File: config.mk
export PLATFORM = sky130hd
export DESIGN_NAME = ptp_ts_queue
export DESIGN_NICKNAME = d
export VERILOG_FILES = /design/src/rtl/ptp_ts_queue.sv
export SDC_FILE = /design/constraint.sdc
export NUM_CORES = 1
export LEC_CHECK = 0
export CORE_MARGIN = 4
export CORE_UTILIZATION = 55
export CTS_CLUSTER_SIZE = 28
export DETAILED_ROUTE_END_ITERATION = 8
export DONT_BUFFER_PORTS = 1
export PLACE_DENSITY = 0.76
export SLEW_MARGIN = 10
export SYNTH_ARGS = -nofsm -noshare
export SYNTH_HDL_FRONTEND = slang
export SYNTH_SLANG_ARGS = --single-unit
File: constraint.sdc
create_clock -name clk -period 6.9 [get_ports clk]
set_clock_uncertainty 0.15 [all_clocks]
set_input_delay 1.38 -clock clk [delete_from_list [all_inputs] [get_ports clk]]
set_output_delay 1.38 -clock clk [all_outputs]
set_load 0.03 [all_outputs]
File: src/rtl/ptp_ts_queue.sv
// Timestamp record FIFO behind the PTP parser: buffers {seqid, msgid, time}
// records for the host, with occupancy flags and a saturating drop counter.
module ptp_ts_queue #(
  parameter int AW    = 4,
  parameter int DW    = 52,
  parameter int OVF_W = 8
) (
  input  logic             clk,
  input  logic             rst,
  input  logic             ptp_found,
  input  logic [DW-1:0]    ptp_infor,
  input  logic             q_flush,
  input  logic             rd_req,
  output logic [DW-1:0]    rd_data,
  output logic             rd_valid,
  output logic [AW:0]      q_cnt,
  output logic             q_empty,
  output logic             q_full,
  output logic [OVF_W-1:0] ovf_cnt,
  input  logic             ovf_clr
);

  localparam int          DEPTH   = 2 ** AW;
  localparam logic [AW:0] DEPTH_C = (AW + 1)'(DEPTH);

  logic [DW-1:0]    mem [DEPTH];

  logic [AW-1:0]    wr_ptr_q, wr_ptr_d;
  logic [AW-1:0]    rd_ptr_q, rd_ptr_d;
  logic [AW:0]      cnt_q, cnt_d;
  logic [DW-1:0]    rd_data_q, rd_data_d;
  logic             rd_valid_q, rd_valid_d;
  logic [OVF_W-1:0] ovf_q, ovf_d;

  logic             pop, push, drop, mem_we;

  // Clear wins over a same-cycle drop, but that drop still counts as the first one.
  function automatic logic [OVF_W-1:0] ovf_next(input logic [OVF_W-1:0] cur,
                                                input logic clr,
                                                input logic drp);
    if (clr)
      return drp ? OVF_W'(1) : '0;
    if (drp && (cur != '1))
      return cur + 1'b1;
    return cur;
  endfunction

  always_comb begin
    pop    = rd_req && (cnt_q != '0);
    // A full queue still accepts a record when a pop frees a slot in the same cycle.
    push   = ptp_found && ((cnt_q < DEPTH_C) || pop);
    drop   = ptp_found && !push && !q_flush;
    mem_we = push && !q_flush && !rst;

    wr_ptr_d   = wr_ptr_q;
    rd_ptr_d   = rd_ptr_q;
    cnt_d      = cnt_q;
    rd_data_d  = rd_data_q;
    rd_valid_d = 1'b0;
    ovf_d      = ovf_next(ovf_q, ovf_clr, drop);

    if (q_flush) begin
      wr_ptr_d = '0;
      rd_ptr_d = '0;
      cnt_d    = '0;
    end else begin
      if (pop) begin
        rd_data_d  = mem[rd_ptr_q];
        rd_valid_d = 1'b1;
        rd_ptr_d   = rd_ptr_q + 1'b1;
      end
      if (push)
        wr_ptr_d = wr_ptr_q + 1'b1;
      if (push && !pop)
        cnt_d = cnt_q + 1'b1;
      else if (pop && !push)
        cnt_d = cnt_q - 1'b1;
    end
  end

  always_ff @(posedge clk) begin
    if (rst) begin
      wr_ptr_q   <= '0;
      rd_ptr_q   <= '0;
      cnt_q      <= '0;
      rd_data_q  <= '0;
      rd_valid_q <= 1'b0;
      ovf_q      <= '0;
    end else begin
      wr_ptr_q   <= wr_ptr_d;
      rd_ptr_q   <= rd_ptr_d;
      cnt_q      <= cnt_d;
      rd_data_q  <= rd_data_d;
      rd_valid_q <= rd_valid_d;
      ovf_q      <= ovf_d;
    end
  end

  always_ff @(posedge clk) begin
    if (mem_we)
      mem[wr_ptr_q] <= ptp_infor;
  end

  assign rd_data  = rd_data_q;
  assign rd_valid = rd_valid_q;
  assign q_cnt    = cnt_q;
  assign q_empty  = (cnt_q == '0);
  assign q_full   = (cnt_q == DEPTH_C);
  assign ovf_cnt  = ovf_q;

endmodule
==> results.py <==
metrics = {
    "sta": {
        "tightest_slew_ps": 1270,
        "period_needed_ps": 3750,
        "drv_slew": 0,
        "fin_setup_tns_ps": 0,
        "maxSlewHeadroom_pct": 14.8,
        "setup_viol": 0,
        "fmax_mhz": 266,
        "hold_viol": 0,
        "min_period_over_period_pct": 54.4,
        "whs_ps": 381,
        "rsz0062_at_grt": "false",
    },
    "synth": {
        "syn_area_sq_um": 34700,
        "syn_area_per_cell_sq_um": 18.7,
        "synth_nets": 1928,
        "ys.flop_type": "edfxtp_1",
        "ys.warnings.count": 0,
        "synth-edff-count": 832,
        "synth-seq-cells": 906,
        "synthDistinctLibCells": 47,
        "yosysSeqAreaShare_pct": 76.2,
        "netlist_instances": 1859,
        "synthArstFlopShare_pct": 0,
    },
    "worst_setup_path": {
        "crit_fanout": 27,
        "cp-startpoint": "q_flush",
        "crit_required_ps": 7020,
        "r2r_setup_slack_ps": 3360,
        "path_class": "in2reg",
        "r2r-start": "rd_ptr_q[0]",
        "startpoint_type": "input pin",
        "crit_arrival_ps": 3870,
        "end_kind": "register",
    },
    "global_route": {
        "grt_overflow": 0,
        "grt_pass1_wl_um": 112000,
        "grt_max_degree": 150,
        "track_usage_pct": 22.1,
        "antenna_found_initial": 0,
        "grt_pass1_vias": 17600,
    },
    "pwr": {
        "clockPowerShare_pct": 43.0,
        "switchingPower_w": 0.00243,
        "ir_drop_uv": 222,
        "p_sw_share_pct": 20.8,
        "p_int_w": 0.00927,
        "powerDensity_nw_per_um2": 303,
        "seq_power_share_pct": 53.2,
        "leakagePower_nw": 11.6,
        "comb_power_share_pct": 3.8,
    },
    "hold_path": {
        "hold_path_class": "reg2reg",
        "hold_start": "wr_ptr_q[1]",
    },
    "layout": {
        "layout_commonest_cell": "edfxtp_1",
        "area_growth_pct": 11.0,
        "diodes": 0,
        "final_nets": 1938,
        "drive_above_1_share_pct": 16.5,
        "layout_common_cells": "edfxtp_1, mux2i_1, a21oi_1",
        "postLayoutCoreUtil_pct": 62.0,
    },
    "clock_tree": {
        "cts_setup_buffers": 0,
        "htreeDepth": 3,
        "cts_root_buf": "clkbuf_16",
        "clk_latency_ps": 640,
        "path_clk_slew_ps": 60,
        "cts_tree": "yes",
        "clock_path_buffers": 3,
        "ctsHoldBuffers": 0,
        "cts.sinks": 906,
        "cts.repair.resized": 0,
        "numCtsBuffers": 90,
    },
    "route": {
        "drc": 0,
        "drt_pass1_iterations": 6,
        "initialDrtViolationCount": 2033,
        "drtAntennaViolNets": 0,
        "wl_per_cell_um": 26.8,
        "finalWirelength_um": 74600,
        "viasPerCell": 6.28,
        "vias": 17500,
    },
    "floorplan": {
        "die-area_sq_um": 67200,
        "core_sq_um": 62200,
        "die_x_um": 259,
        "rows": 91,
        "initial_core_util_pct": 55.9,
        "io-pin-count": 126,
        "fp.dieH_um": 259,
    },
    "run_status": {
        "status": "finished clean",
    },
    "placed_design": {
        "port_buffers": 0,
        "gp_congestion": 0.782,
        "hpwl_um": 41200,
    },
    "job": {
        "maxCapViolCount": 0,
    },
}
metal layers:
| metal | GRT usage [%] | wire length [um] | vias up |
|---|---|---|---|
| met2 | 36.3 | 36800 | 809 |
| met4 | 6.73 | 1810 | 0 |
| met5 | 0 | 0 | - |
| met1 | 30.5 | 29600 | 9014 |
| li1 | - | - | 7535 |
| met3 | 4.14 | 6400 | 121 |
cells in the mapped netlist, types with 2 or more instances:
library cell | count | area share (%)
buf_1 | 7 | 0.076
a21oi_1 | 120 | 1.7
ha_1 | 10 | 0.36
a22oi_1 | 22 | 0.48
dfxtp_1 | 74 | 4.3
nor4_1 | 4 | 0.072
a2111oi_0 | 15 | 0.38
nand2b_1 | 4 | 0.072
nor2b_1 | 40 | 0.72
inv_1 | 12 | 0.13
or2_2 | 2 | 0.036
mux2_2 | 15 | 0.49
buf_6 | 15 | 0.49
mux4_2 | 96 | 6.2
xnor2_1 | 8 | 0.20
or3_1 | 4 | 0.072
nor3_1 | 2 | 0.029
o21ai_0 | 6 | 0.086
a31oi_1 | 22 | 0.40
a311oi_1 | 22 | 0.55
nor2_1 | 63 | 0.68
buf_2 | 39 | 0.56
nand4_1 | 4 | 0.072
nand3b_1 | 2 | 0.043
a22o_1 | 15 | 0.38
o32ai_1 | 2 | 0.050
nand3_1 | 4 | 0.058
nand2_1 | 25 | 0.27
and2_1 | 17 | 0.31
xor2_1 | 2 | 0.050
mux2i_1 | 212 | 6.1
clkbuf_1 | 34 | 0.37
a211oi_1 | 46 | 0.99
o22ai_1 | 36 | 0.65
buf_4 | 15 | 0.32
edfxtp_1 | 832 | 72
through the flow:
stage	cell area, sq um	instances	power [W]	worst slack, ps
2_1_floorplan	34700	1859	0.00670	2720
3_3_place_gp	35500	2614	0.00678	2640
6_report	38600	2782	0.0117	3150
3_5_place_dp	35500	2614	0.00679	2490
4_1_cts	38600	2782	0.0118	3100
5_1_grt	38600	2782	0.0121	3040
logic make-up after synthesis:
family	after synthesis	share of synthesized area [%]
adder cells (fa/ha/maj)	11	0.418
multiplexers	323	12.8
AND/OR/NAND/NOR	176	2.57
buffers and inverters	123	1.96
AO/OA/AOI/OAI	310	5.81
flip-flops	906	76.2
XOR/XNOR	10	0.252
cell type report:
| cell class | instances | area (sq um) |
|---|---|---|
| clock buffers | 127 | 2600 |
| clock inverters | 41 | 513 |
| fillers | 4222 | 23600 |
| inverters | 13 | 48.8 |
| multi-input cells | 830 | 7640 |
| flip-flops and latches | 906 | 26500 |
| well taps | 837 | 1050 |
| repair buffers | 28 | 235 |
state kept, by name, summed over array words and instances, names as in the netlist:
register  count
rd_ptr_q      4
mem         832
q_cnt         5
rd_valid      1
rd_data      52
wr_ptr_q      4
ovf_cnt       8
critical path: stages:
cell    delay, ps
or2_2         460
nor4_1        540
and2_2        910
buf_4         560
worst paths after layout:
kind | end | cells past startpoint
worst min-delay path | wr_ptr_q[1] | 2
worst max register to register | rd_data[20] | 5
worst max-delay path | mem[13][48] | 4
worst min register to register | wr_ptr_q[1] | 2
power by group through the flow:
stage / combinational (W) / sequential (W) / clock, W
3_5_place_dp: 0.000451 / 0.00634 / 0
6_report: 0.000450 / 0.00622 / 0.00503
5_1_grt: 0.000494 / 0.00623 / 0.00534
3_3_place_gp: 0.000442 / 0.00634 / 0
4_1_cts: 0.000455 / 0.00623 / 0.00510
2_1_floorplan: 0.000388 / 0.00631 / 0
(Power assumes the default switching activity.)
